### src/rtl/mem_dump_seq.sv
// Memory-dump address sequencer: issues a bounded, stepped run of addresses from a
// programmable base over a valid/ready handshake, in one-shot or continuous mode.
module mem_dump_seq #(
  parameter int ADDR_W = 16,
  parameter int STEP   = 1,
  parameter int PASS_W = 8
) (
  input  logic              clk,
  input  logic              reset,
  input  logic              start,
  input  logic              abort,
  input  logic              continuous,
  input  logic [ADDR_W-1:0] base_addr,
  input  logic [ADDR_W-1:0] length,
  output logic [ADDR_W-1:0] addr,
  output logic              addr_valid,
  input  logic              addr_ready,
  output logic [ADDR_W-1:0] index,
  output logic              busy,
  output logic              done,
  output logic [PASS_W-1:0] pass_cnt
);

  localparam logic [ADDR_W-1:0] STEP_INC = ADDR_W'(STEP);

  typedef enum logic [1:0] {IDLE, RUN, DONE} stateT;

  stateT             state;
  logic [ADDR_W-1:0] baseLatch;
  logic [ADDR_W-1:0] lastIndex;
  logic              contMode;

  // Abort always wins over a same-cycle transfer or start; the last-word
  // index is precomputed at start so the per-word compare stays simple.
  always_ff @(posedge clk or posedge reset) begin
    if (reset) begin
      state      <= IDLE;
      baseLatch  <= '0;
      lastIndex  <= '0;
      contMode   <= 1'b0;
      addr       <= '0;
      addr_valid <= 1'b0;
      index      <= '0;
      busy       <= 1'b0;
      done       <= 1'b0;
      pass_cnt   <= '0;
    end else begin
      case (state)
        RUN: begin
          if (abort) begin
            state      <= IDLE;
            addr_valid <= 1'b0;
            busy       <= 1'b0;
          end else if (addr_ready) begin
            if (index == lastIndex) begin
              pass_cnt <= pass_cnt + PASS_W'(1);
              if (contMode) begin
                addr  <= baseLatch;
                index <= '0;
              end else begin
                state      <= DONE;
                addr_valid <= 1'b0;
                busy       <= 1'b0;
                done       <= 1'b1;
              end
            end else begin
              addr  <= addr + STEP_INC;
              index <= index + ADDR_W'(1);
            end
          end
        end
        default: begin
          done <= 1'b0;
          if (abort) begin
            state <= IDLE;
          end else if (start) begin
            pass_cnt <= '0;
            if (length != '0) begin
              baseLatch  <= base_addr;
              lastIndex  <= length - ADDR_W'(1);
              contMode   <= continuous;
              addr       <= base_addr;
              index      <= '0;
              addr_valid <= 1'b1;
              busy       <= 1'b1;
              state      <= RUN;
            end else begin
              done  <= 1'b1;
              state <= DONE;
            end
          end else begin
            state <= IDLE;
          end
        end
      endcase
    end
  end

endmodule

### config.mk
export PLATFORM = sky130hd
export DESIGN_NAME = mem_dump_seq
export DESIGN_NICKNAME = d
export VERILOG_FILES = /design/src/rtl/mem_dump_seq.sv
export SDC_FILE = /design/constraint.sdc
export NUM_CORES = 1
export LEC_CHECK = 0
export ABC_AREA = 1
export BUFFER_PORTS_ARGS = -buffer_cell sky130_fd_sc_hd__buf_2
export CORE_MARGIN = 2
export CORE_UTILIZATION = 28
export CTS_CLUSTER_DIAMETER = 150
export DETAILED_ROUTE_END_ITERATION = 12
export GPL_TIMING_DRIVEN = 0
export PLACE_DENSITY = 0.46
export SETUP_SLACK_MARGIN = 0.05
export SYNTH_ARGS = -nofsm -noshare
export SYNTH_HDL_FRONTEND = slang
export SYNTH_SLANG_ARGS = --single-unit
### constraint.sdc
create_clock -name clk -period 2.56 [get_ports clk]
set_input_delay 0.128 -clock clk [delete_from_list [all_inputs] [get_ports clk]]
set_output_delay 0.128 -clock clk [all_outputs]
set_load 0.05 [all_outputs]
### Word-level counts from Yosys, hierarchy flattened

Cells that the tools add are included.

| storage, ports and cells | value |
|---|---|
| output and inout bits | 43 |
| word-level logic and storage cells | 81 |
| input port bits | 38 |
| register bits after elaboration | 77 |

| operators by class | value |
|---|---|
| multiplexer cells | 46 |
| add/sub/neg operators | 4 |
| equality and inequality tests | 11 |
| bitwise logic cells | 2 |
| reductions and logical operators | 9 |

Operators with widths:

| operator | count |
|---|---|
| $mux W16 | 16 |
| $mux W8 | 6 |
| $add A16 B1 Y16 const B | 2 |
| $eq A16 B16 Y1 | 1 |
| $mux W1 | 16 |
| $mux W2 | 8 |
| $reduce_bool A16 Y1 | 1 |
| $sub A16 B1 Y16 const B | 1 |
| $ne A3 B3 Y1 const B | 4 |
| $reduce_and A4 Y1 | 3 |
| $add A8 B1 Y8 const B | 1 |
| $ne A2 B2 Y1 const B | 4 |
| $reduce_and A6 Y1 | 1 |
| $reduce_and A5 Y1 | 1 |
| $reduce_bool A2 Y1 | 2 |
| $reduce_and A3 Y1 | 1 |
| $eq A2 B1 Y1 const B | 1 |
| $ne A2 B1 Y1 const B | 1 |
| $not A1 Y1 | 2 |

### Longest topological paths before layout

Gate-level depths: netlist of run 1.

| logic depth | value |
|---|---|
| depth in word-level cells | 5 |
| mapped depth | 14 |
| depth with buffers taken out | 12 |

### Worst setup path after synthesis of run 1

OpenSTA, ideal clock, no wires.

| timing path | value |
|---|---|
| path kind | register -> register |
| start point | register addr[0] |
| end point | register addr[12] |
| data arrival time | 1911 ps |
| setup slack | 530 ps |
| cell stages (with the launch flop) | 13 |
| setup time | 118 ps |
| required time | 2442 ps |
| clock period less this slack | 2030 ps |
| buffers on the path | 0 |
| cells stage by stage | dfrtp_1 ha_1 nand3_1 nor2_1 nand2_1 nor2_1 nand2_1 nand2_1 nand2_1 nand3_1 nand2_1 nand2_1 nand2_1 |

| on the way | value |
|---|---|
| longest elaborated chain between the ends | 5 |

Ends and longest elaborated chain:

| element | line | RTL |
|---|---|---|
| start: declaration | 15 | `output logic [ADDR_W-1:0] addr,` |
| start signal: assignment | 58 | `addr <= baseLatch;` |
| start signal: assignment | 67 | `addr <= addr + STEP_INC;` |
| start signal: assignment | 82 | `addr <= base_addr;` |
| $add A16 B1 Y16 | 67 |  |
| $mux W16 | 55 | `if (index == lastIndex) begin` |
| $mux W16 | 54 | `end else if (addr_ready) begin` |
| $mux W16 | 50 | `if (abort) begin` |
| $mux W16 | 48 | `case (state)` |

No other way between the ends. The select of a mux whose other input is x is not followed.
A chain may end at the register's enable or synchronous reset.

### Final worst setup path of run 1

| timing path | value |
|---|---|
| start point | register state[1] |
| end point | register lastIndex[14] |

| on the way | value |
|---|---|
| longest elaborated chain between the ends | 3 |

Ends and longest elaborated chain:

| element | line | RTL |
|---|---|---|
| start: declaration | 28 | `stateT state;` |
| start signal: assignment | 37 | `state <= IDLE;` |
| start signal: assignment | 51 | `state <= IDLE;` |
| start signal: assignment | 61 | `state <= DONE;` |
| $eq A2 B1 Y1 | 48 |  |
| $not A1 Y1 (no source line) | n/a |  |
| $reduce_and A4 Y1 (no source line) | n/a |  |
| end signal: assignment | 80 | `lastIndex <= length - ADDR_W'(1);` |
| end: declaration | 30 | `logic [ADDR_W-1:0] lastIndex;` |

No other way between the ends.

==> flow_summary.toml, run 1 <==
[logic_synthesis]
ys_ff_latch = 77
synthCells = 741
synth_nets = 784
synthTopCellsByArea = "dfrtp_1, nand2_1, nand3_1"
synth_top_area_cell = "dfrtp_1"
synthArstFlopShare_pct = 100.0
synth_edf_count = 0
ys_types = 32
syn-cell-area_um2 = 4933
syn_avg_cell_area_um2 = 6.658
synth_warnings = 0
yosysMostFrequentCell = "nand2_1"
synth_ff_type = "dfrtp_1"
synthTopCellsByCount = "nand2_1, dfrtp_1, inv_1, nand3_1, nor2_1"
synth.top_cell.area_share_pct = 39.06
yosysSeqAreaShare_pct = 39.06

[global_route]
antenna_found_initial = 0
grt_pass1_wl_mm = 23.14
grt_max_degree = 50
track_usage_pct = 16.10
grt.overflow.total = 0
grt_pass1_vias = 4498

[layout]
multi_input_area_um2 = 2561
synthToLayoutAreaGrowth_pct = 20.59
fill_cells = 1902
final_nets = 878
layout-drive-gt1-share_pct = 16.55
seqCellArea_um2 = 1927
diodes = 0
instances_no_fill = 1065

[floorplan]
core_um2 = 17240
die_w_um = 136.7
dieArea_um2 = 18700
die_y_um = 136.7
floorplan.initialDensity_pct = 28.62
row_count = 48
io_pins = 81

[clock_tree]
post_cts_resized = 0
clk_pin_slew_worst_paths_ps = 60
postCtsHoldBufs = 2
postCtsSetupBuffers = 0
cts_max_path_buffers = 2
cts_sinks = 77
clock_latency_ps = 350
cts_tree = "done"
cts_max_level = 3
clock-root-buffer = "clkbuf_16"
cts_made_buffers = 9

[placement]
hpwl_mm = 10.85
dpl.cell_count = 1047
gp_congestion = 0.8094
portBuffers = 80

[pwr]
peakVddDrop_v = 0.0003123
p_leak_nw = 3.143
p_total_mw = 4.092
powerDensity_nw_per_um2 = 687.8

[detailed_routing]
drcViolationCount = 0
wl_per_cell_um = 13.18
dr.pass1.iters = 4
viasPerCell = 4.423
antenna_left = 0
num_vias = 4711
drtIter0Drc = 231
finalWirelength_mm = 14.04

[critical_path]
reg2reg_depth = 7
cpPeakStageDelay_ps = 370
cp_slowest_cell = "dfrtp_1"
crit_path_end_kind = "register"
path_cells = "nor2_2 -> clkinv_1 -> nand3_2 -> inv_1 -> clkbuf_1 -> nand3_1 -> o21ai_0"
worst_ep_arrival_time_ps = 2300
cp.required_ps = 2760
crit_path_start_kind = "register"
path_class = "register to register"
path_max_fanout = 10

[sta]
slew_headroom_pct = 59.66
fmax_mhz = 477.9
finalHoldViolCount = 0
skew_ps = 11.69
rsz0062_at_grt = "no"
min_period_ps = 2092
maxSlewViolCount = 0
fin_setup_tns_ps = 0
setup_viol = 0
layout_worst_path_cycle_share_pct = 81.73
tightest_slew_ps = 605.1

[worst_hold_path]
hold_depth = 3
hold_class = "input port to register"

[job]
maxCapViolCount = 0

[run_status]
status = "finished clean"
[kinds of logic after synthesis]
| kind of cell | share of synthesized area, % |
|---|---|
| XOR/XNOR | 4.971 |
| AO/OA/AOI/OAI | 5.554 |
| flip-flops | 39.06 |
| buffers and inverters | 9.029 |
| AND/OR/NAND/NOR | 40.12 |
| adder cells (fa/ha/maj) | 1.268 |
[report_power, final]
group,switching [mW],internal [mW]
Clock,0.559,0.668
Combinational,0.891,0.372
Sequential,0.183,1.42
[critical path, delay by kind of cell, from the launching register on]
kind                   cells  cell delay, ps
buffers and inverters      3             750
DFF                        1             370
AOI/OAI and AO/OA          1              90
and+or+nand+nor            3             750
[cells in the final DEF (no fill, tap or decap), drive strengths merged]
cell type | Yosys | routed
and2 | 1 | 1
nand4 | 10 | 10
nand3b | 2 | 2
ha | 5 | 5
xnor2 | 7 | 7
xor2 | 21 | 21
o21ai | 46 | 46
o21a | 1 | 1
nor3 | 10 | 10
clkinv | 2 | 5
a21oi | 2 | 2
o211ai | 1 | 1
clkinvlp | 0 | 2
dfrtp | 77 | 77
nor2 | 67 | 67
o21bai | 2 | 2
buf | 13 | 94
dlygate4sd3 | 0 | 2
clkbuf | 11 | 20
inv | 82 | 84
nand3 | 66 | 66
or2 | 9 | 9
nand2 | 306 | 306
[flip-flops by register name, indices dropped and copies added, names as in the netlist]
| signal | count |
|---|---|
| index | 16 |
| done | 1 |
| pass_cnt | 8 |
| contMode | 1 |
| addr | 16 |
| state | 2 |
| lastIndex | 16 |
| busy | 1 |
| baseLatch | 16 |
[per-stage QoR]
stage | hold WS (ps) | util [%] | setup WS, ps | area (µm²)
after floorplan | 239.7 | - | 465.3 | 4933
after detailed placement | 169.8 | 32.75 | 425.9 | 5645
final | 13.67 | 34.52 | 467.6 | 5949
after global placement | 359.2 | 32.58 | -901.6 | 5615
after global routing | 18.45 | 34.52 | 269.3 | 5949
after CTS | 0.08168 | 34.52 | 464.6 | 5949
[per-layer routing]
layer | part of all wire (%) | wire, µm | up-vias | GRT usage, %
li1 | - | - | 2500 | -
met1 | 52 | 7241 | 2122 | 22.91
met2 | 43 | 6105 | 75 | 24.56
met3 | 3.1 | 440 | 14 | 2.778
met4 | 1.8 | 248 | 0 | 5.556
met5 | 0 | 0 | - | 0
[path summary, 6_finish.rpt]
check,slack [ps],startpoint,endpoint
min in group asynchronous,330,reset,index[0]
min reg2reg,520,busy,busy
max,470,state[1],lastIndex[14]
min,10,base_addr[11],baseLatch[11]
max reg2reg,470,state[1],lastIndex[14]
max in group asynchronous,1610,reset,index[15]
[cell type report]
class / count / share of cell area (%)
inverters: 84 / 5.342
repair buffers: 83 / 7.529
clock buffers: 9 / 3.785
multi-input cells: 556 / 43.05
well taps: 225 / 4.732
plain buffers: 24 / 2.187
clock inverters: 7 / 0.9884
flip-flops and latches: 77 / 32.39
Power figures use the tool's default switching activity.
==> inputs of run 2 (changes only) <==
--- a/config.mk
+++ b/config.mk
@@ -5,14 +5,14 @@
 export SDC_FILE = /design/constraint.sdc
 export NUM_CORES = 1
 export LEC_CHECK = 0
-export ABC_AREA = 1
+export ABC_AREA = 0
 export BUFFER_PORTS_ARGS = -buffer_cell sky130_fd_sc_hd__buf_2
 export CORE_MARGIN = 2
 export CORE_UTILIZATION = 28
 export CTS_CLUSTER_DIAMETER = 150
 export DETAILED_ROUTE_END_ITERATION = 12
 export GPL_TIMING_DRIVEN = 0
-export PLACE_DENSITY = 0.46
+export PLACE_DENSITY = 0.49
 export SETUP_SLACK_MARGIN = 0.05
 export SYNTH_ARGS = -nofsm -noshare
 export SYNTH_HDL_FRONTEND = slang
==> constraint.sdc (replaced) <==
create_clock -name clk -period 1.9 [get_ports clk]
set_input_delay 0.095 -clock clk [delete_from_list [all_inputs] [get_ports clk]]
set_output_delay 0.095 -clock clk [all_outputs]
set_load 0.05 [all_outputs]
==> run 2 against run 1 <==
- the flow now finishes with violations (negative setup slack)
- highest routed layer unchanged
- synthesized cell count decreased by 36%
- setup slack worse by 660 ps
- non-clock buffer count increased by 23
- largest power group unchanged
==> flow_summary.toml, run 2 <==
[run_status]
status = "finished with violations"
violations = "negative setup slack"

[logic_synthesis]
yosysMostFrequentCell = "dfrtp_1"
synth_top_area_cell = "dfrtp_1"
synth_nets = 519
synth_edf_count = 0
syn_avg_cell_area_um2 = 9.084
yosysSeqAreaShare_pct = 44.56
synthTopCellsByCount = "dfrtp_1, nand2_1, o21ai_0, nor2_1, xor2_1"
ys_types = 50
ys_ff_latch = 77
synthCells = 476
synth_warnings = 0
syn-cell-area_um2 = 4324
synth.top_cell.area_share_pct = 44.56
synthTopCellsByArea = "dfrtp_1, nand2_1, o21ai_0"
synth_ff_type = "dfrtp_1"
synthArstFlopShare_pct = 100.0

[pwr]
peakVddDrop_v = 0.0004671
powerDensity_nw_per_um2 = 951.9
p_leak_nw = 2.623
p_total_mw = 5.654

[sta]
layout_worst_path_cycle_share_pct = 110.4
maxSlewViolCount = 0
finalHoldViolCount = 0
fmax_mhz = 476.9
tightest_slew_ps = 880.8
rsz0062_at_grt = "yes"
min_period_ps = 2097
slew_headroom_pct = 41.15
holdWs_ps = 14.87
skew_ps = 5.554
setup_viol = 41
fin_ws_ps = -196.8

[critical_path]
crit_path_start_kind = "register"
cp_slowest_cell = "dfrtp_2"
path_cells = "xor2_1 -> nor4_2 -> nand4_1 -> buf_6 -> buf_8 -> bufbuf_16 -> clkbuf_16 -> o21ai_4 -> a21oi_2"
path_delay_family = "buffers and inverters"
path_class = "register to register"
path_max_fanout = 5
worst_ep_arrival_time_ps = 2310
cp.required_ps = 2110
crit_buf_inv = 4
cpPeakStageDelay_ps = 440
crit_path_end_kind = "register"

[global_route]
grt_pass1_vias = 4087
grt.overflow.total = 0
grt_max_degree = 41
grtUsageMet3_pct = 2.838
antenna_found_initial = 0
grt_pass1_wl_mm = 21.95
track_usage_pct = 17.06
met2_usage_pct = 27.94
top_usage_layer = "met2"
grtUsageMet1_pct = 22.87

[floorplan]
die_w_um = 128.3
core_um2 = 15150
floorplan.initialDensity_pct = 28.55
dieArea_um2 = 16450
die_y_um = 128.3
io_pins = 81
row_count = 45

[detailed_routing]
viasPerCell = 5.146
antenna_left = 0
drcViolationCount = 0
drtIter0Drc = 205
wl_per_cell_um = 17.18
finalWirelength_mm = 13.48
num_vias = 4040
dr.pass1.iters = 4

[clock_tree]
clk_pin_slew_worst_paths_ps = 60
clock_latency_ps = 330
cts_max_path_buffers = 2
clock-root-buffer = "clkbuf_16"
cts_max_level = 3
cts_sinks = 77
cts_made_buffers = 9
cts_tree = "done"

[worst_hold_path]
hold_class = "input port to register"

[placement]
portBuffers = 80
hpwl_mm = 9.415
place_ws_ps = -432.3
gp_congestion = 0.8242

[layout]
synthToLayoutAreaGrowth_pct = 37.36
layout_common_cells = "buf_2, dfrtp_1, nand2_1, nand3_1, xor2_1"
fill_cells = 1523
final_nets = 636
fin_util_pct = 39.22
layout_commonest_cell = "buf_2"
layout-drive-gt1-share_pct = 35.68
diodes = 0

[job]
maxCapViolCount = 0
## run 2: cell types whose count changed after synthesis, sizes merged, moves of 8 or more
| cell | before | now |
|---|---|---|
| or3 | 0 | 9 |
| nor4 | 0 | 12 |
| o211ai | 1 | 10 |
| inv | 82 | 15 |
| mux2 | 0 | 17 |
| or2 | 9 | 1 |
| nand3 | 66 | 23 |
| xnor2 | 7 | 20 |
| nand2 | 306 | 60 |
| a21oi | 2 | 18 |
| nor2 | 67 | 24 |
## run 2: final cells by class
type | instances | area (µm²) | share of cell area [%]
multi-input combinational | 360 | 2467 | 41.54
sequential | 77 | 1947 | 32.78
timing repair buffer | 107 | 708.2 | 11.92
clock buffer | 14 | 274.0 | 4.613
tap | 188 | 235.2 | 3.960
buffer | 23 | 217.7 | 3.665
inverter | 15 | 60.06 | 1.011
clock inverter | 1 | 30.03 | 0.5056
## run 2: per-stage QoR
step / setup TNS (ps) / cells / cell area [µm²]
floorplan: -4898 / 476 / 4424
global placement: -21580 / 744 / 5060
detailed placement: -24210 / 745 / 5080
CTS: -6028 / 781 / 5808
global route: -9506 / 785 / 5939
finish: -4745 / 785 / 5939
## run 2: worst paths after layout
kind                                from  cells past startpoint            end  slack [ps]
setup / recovery               index[15]                      9       addr[14]        -200
hold / removal             base_addr[12]                      2  baseLatch[12]          10
setup reg to reg               index[15]                      9       addr[14]        -200
hold reg to reg             baseLatch[0]                      1   baseLatch[0]         500
max in group asynchronous          reset                      4       index[9]         730
min in group asynchronous          reset                      3       index[6]         490
## run 2: routing by layer
| layer | up-vias | wire [µm] |
|---|---|---|
| met2 | 85 | 6457 |
| met3 | 18 | 471 |
| met4 | 0 | 246 |
| li1 | 1949 | - |
| met1 | 1988 | 6308 |
| met5 | - | 0 |
## run 2: where the power goes
part,leakage [nW],switching [mW],internal (mW)
combinational,1.54,1.07,0.592
clock,0.149,0.652,1.12
sequential,0.939,0.306,1.91
total,2.62,2.03,3.62
## run 2: cell families (layout without fill, tap and decap cells)
kind of cell	count (synthesis)	count (layout)	share of synthesized area (%)
compound gates	111	111	16.09
xor+xnor	44	44	8.912
fa+ha+maj	5	5	1.447
buf+inv	39	160	3.733
flops	77	77	44.56
mux	18	18	4.658
simple gates	182	182	20.60
## run 2: worst reg2reg max path, delay by kind of cell, from the launching register on
family	cells	cell delay [ps]
flip-flops	1	440
XOR/XNOR	1	160
AO/OA/AOI/OAI	2	220
buffers and inverters	4	730
AND/OR/NAND/NOR	2	430
## run 2: timing repair
| action | in CTS | in global routing |
|---|---|---|
| gates cloned | 3 | 0 |
| buffers inserted | 15 | 4 |
| hold buffers | 4 | 0 |
| pin swaps | 22 | 13 |
| gates resized for setup | 53 | 21 |
| endpoints found under the setup margin | 77 | 77 |
| endpoints found under the hold margin | 40 | 0 |
==> inputs of run 3 (changes only) <==
--- a/config.mk
+++ b/config.mk
@@ -9,6 +9,7 @@
 export BUFFER_PORTS_ARGS = -buffer_cell sky130_fd_sc_hd__buf_2
 export CORE_MARGIN = 2
 export CORE_UTILIZATION = 28
+export CTS_BUF_LIST = sky130_fd_sc_hd__clkbuf_4 sky130_fd_sc_hd__clkbuf_8
 export CTS_CLUSTER_DIAMETER = 150
 export DETAILED_ROUTE_END_ITERATION = 12
 export GPL_TIMING_DRIVEN = 0
==> run 3 against run 2 <==
- the run still ends with negative setup slack left
- clock power is 23% lower
- die area stayed put
- non-clock buffer count is 14 higher
- combinational power is 2% higher
- wire length is 2.2% higher
- final area is 2.1% higher
- first-iteration DRC count is 11% lower
- worst hold slack better by 6.1 ps
- register-to-register slack worse by 80 ps
- critical path type unchanged
- critical endpoint is now addr[1]
- highest routed layer unchanged
==> flow_summary.toml, run 3 (synthesis gave the netlist of run 2 again) <==
[run_status]
status = "finished with violations"
violations = "negative setup slack"

[global_route]
grt_pass1_vias = 4194
track_usage_pct = 17.33
grt_max_degree = 41
grt_pass1_wl_mm = 22.34
grt.overflow.total = 0
antenna_found_initial = 0

[floorplan]
core_um2 = 15150
dieArea_um2 = 16450
io_pins = 81
row_count = 45
die_y_um = 128.3
die_w_um = 128.3
floorplan.initialDensity_pct = 28.55

[detailed_routing]
wl_per_cell_um = 17.24
top_layer_used = "met4"
finalWirelength_mm = 13.78
antenna_left = 0
viasPerCell = 5.188
wl_met3_um = 539
num_vias = 4145
wl_met2_mm = 6.569
dr.pass1.iters = 7
wirelength_met1_mm = 6.417
drtIter0Drc = 182
drcViolationCount = 0

[clock_tree]
clk_pin_slew_worst_paths_ps = 80
cts_sinks = 77
clock-root-buffer = "clkbuf_8"
cts_tree = "done"
cts_made_buffers = 9
cts_max_level = 3
clock_latency_ps = 360
cts_max_path_buffers = 2

[job]
maxCapViolCount = 0

[placement]
portBuffers = 80
placed_area_um2 = 5080
gp_congestion = 0.8242
hpwl_mm = 9.415
place_ws_ps = -432.3

[sta]
min_period_ps = 2178
slew_headroom_pct = 41.12
skew_ps = 7.797
rsz0062_at_grt = "yes"
fmax_mhz = 459.0
finalHoldViolCount = 0
setup_viol = 41
fin_ws_ps = -278.4
layout_worst_path_cycle_share_pct = 114.7
tightest_slew_ps = 881.4
maxSlewViolCount = 0

[critical_path]
crit_buf_inv = 2
crit_path_start_kind = "register"
path_class = "register to register"
cp.required_ps = 2150
path_max_fanout = 5
path_delay_family = "flip-flops"
r2r_slack_ps = -280
cpPeakStageDelay_ps = 470
worst_ep_arrival_time_ps = 2430
cp_slowest_cell = "dfrtp_2"
path_cells = "xor2_2 -> nor4_2 -> nand4_1 -> buf_6 -> o31a_1 -> buf_4 -> mux2_4"
crit_path_end_kind = "register"

[pwr]
p_leak_nw = 2.661
powerDensity_nw_per_um2 = 872.4
peakVddDrop_v = 0.0003332

[layout]
final_nets = 650
synthToLayoutAreaGrowth_pct = 40.22
diodes = 0
layout_commonest_cell = "buf_2"
fin_area_um2 = 6063
layout-drive-gt1-share_pct = 37.81
layout_common_cells = "buf_2, dfrtp_1, nand2_1, nand3_1, xor2_1"

[worst_hold_path]
hold_class = "input port to register"
==> run 3: cell count changes in the layout (fill, tap and decap cells not counted), moves of 3 or more <==
cell           change
buf_4              -3
buf_6              +3
clkbuf_16          -9
clkbuf_8          +12
dlygate4sd3_1     +13
nand2_1            -5
nand2_2            +5
o21ai_2            +4
o22ai_1            -6
o22ai_2            +6
==> run 3: final timing paths <==
check	from	endpoint	cells after the start
worst max-delay path	index[5]	addr[1]	7
worst max register to register	index[5]	addr[1]	7
min in group asynchronous	reset	index[4]	3
worst min-delay path	base_addr[15]	baseLatch[15]	2
max in group asynchronous	reset	index[10]	4
worst min register to register	baseLatch[8]	baseLatch[8]	1
==> run 3: timing repair <==
action / CTS / global route
setup endpoints to repair: 77 / 77
hold buffers: 17 / 0
endpoints found under the hold margin: 61 / 0
buffers inserted: 14 / 4
cloned: 5 / 0
pin swaps: 20 / 16
gates resized for setup: 65 / 30
==> run 3: layout make-up <==
| class | count | area [µm²] |
|---|---|---|
| Buffer | 23 | 222.7 |
| Clock buffer | 14 | 180.2 |
| Clock inverter | 1 | 30.03 |
| Fill cell | 1516 | 9082 |
| Inverter | 15 | 60.06 |
| Multi-Input combinational cell | 360 | 2530 |
| Sequential cell | 77 | 1947 |
| Tap cell | 188 | 235.2 |
| Timing Repair Buffer | 121 | 858.3 |
==> run 3: power by group <==
group          internal (mW)  switching (mW)
Clock                  0.739           0.616
Combinational          0.626            1.08
Sequential              1.91           0.320
Total                   3.27            2.02
==> run 3: layer usage <==
metal,track usage (%),vias up
met5,0,-
met4,5.753,0
met3,2.671,19
met2,28.82,113
met1,23.04,2038
li1,-,1975
==> run 3: worst register-to-register path: cells and delay by family, from the launching register on <==
family                    cells  cell delay (ps)
buffers and inverters         2              340
AOI/OAI and AO/OA             1              380
muxes                         1              280
xor gates and xnor gates      1              200
DFF                           1              470
and+or+nand+nor               2              410
==> run 3: per-stage QoR <==
| stage | hold WS (ps) | setup TNS [ps] | utilization, % | power [mW] | std cells |
|---|---|---|---|---|---|
| finish | 20.96 | -8104 | 40.03 | 5.290 | 799 |
| global route | 26.53 | -13490 | 40.03 | 5.587 | 799 |
| CTS | 7.071 | -6553 | 39.01 | 5.278 | 795 |
| detailed placement | 318.6 | -24210 | 33.54 | 3.776 | 745 |
| global placement | 325.2 | -21580 | 33.41 | 3.745 | 744 |
| floorplan | 158.1 | -4898 | - | 3.313 | 476 |
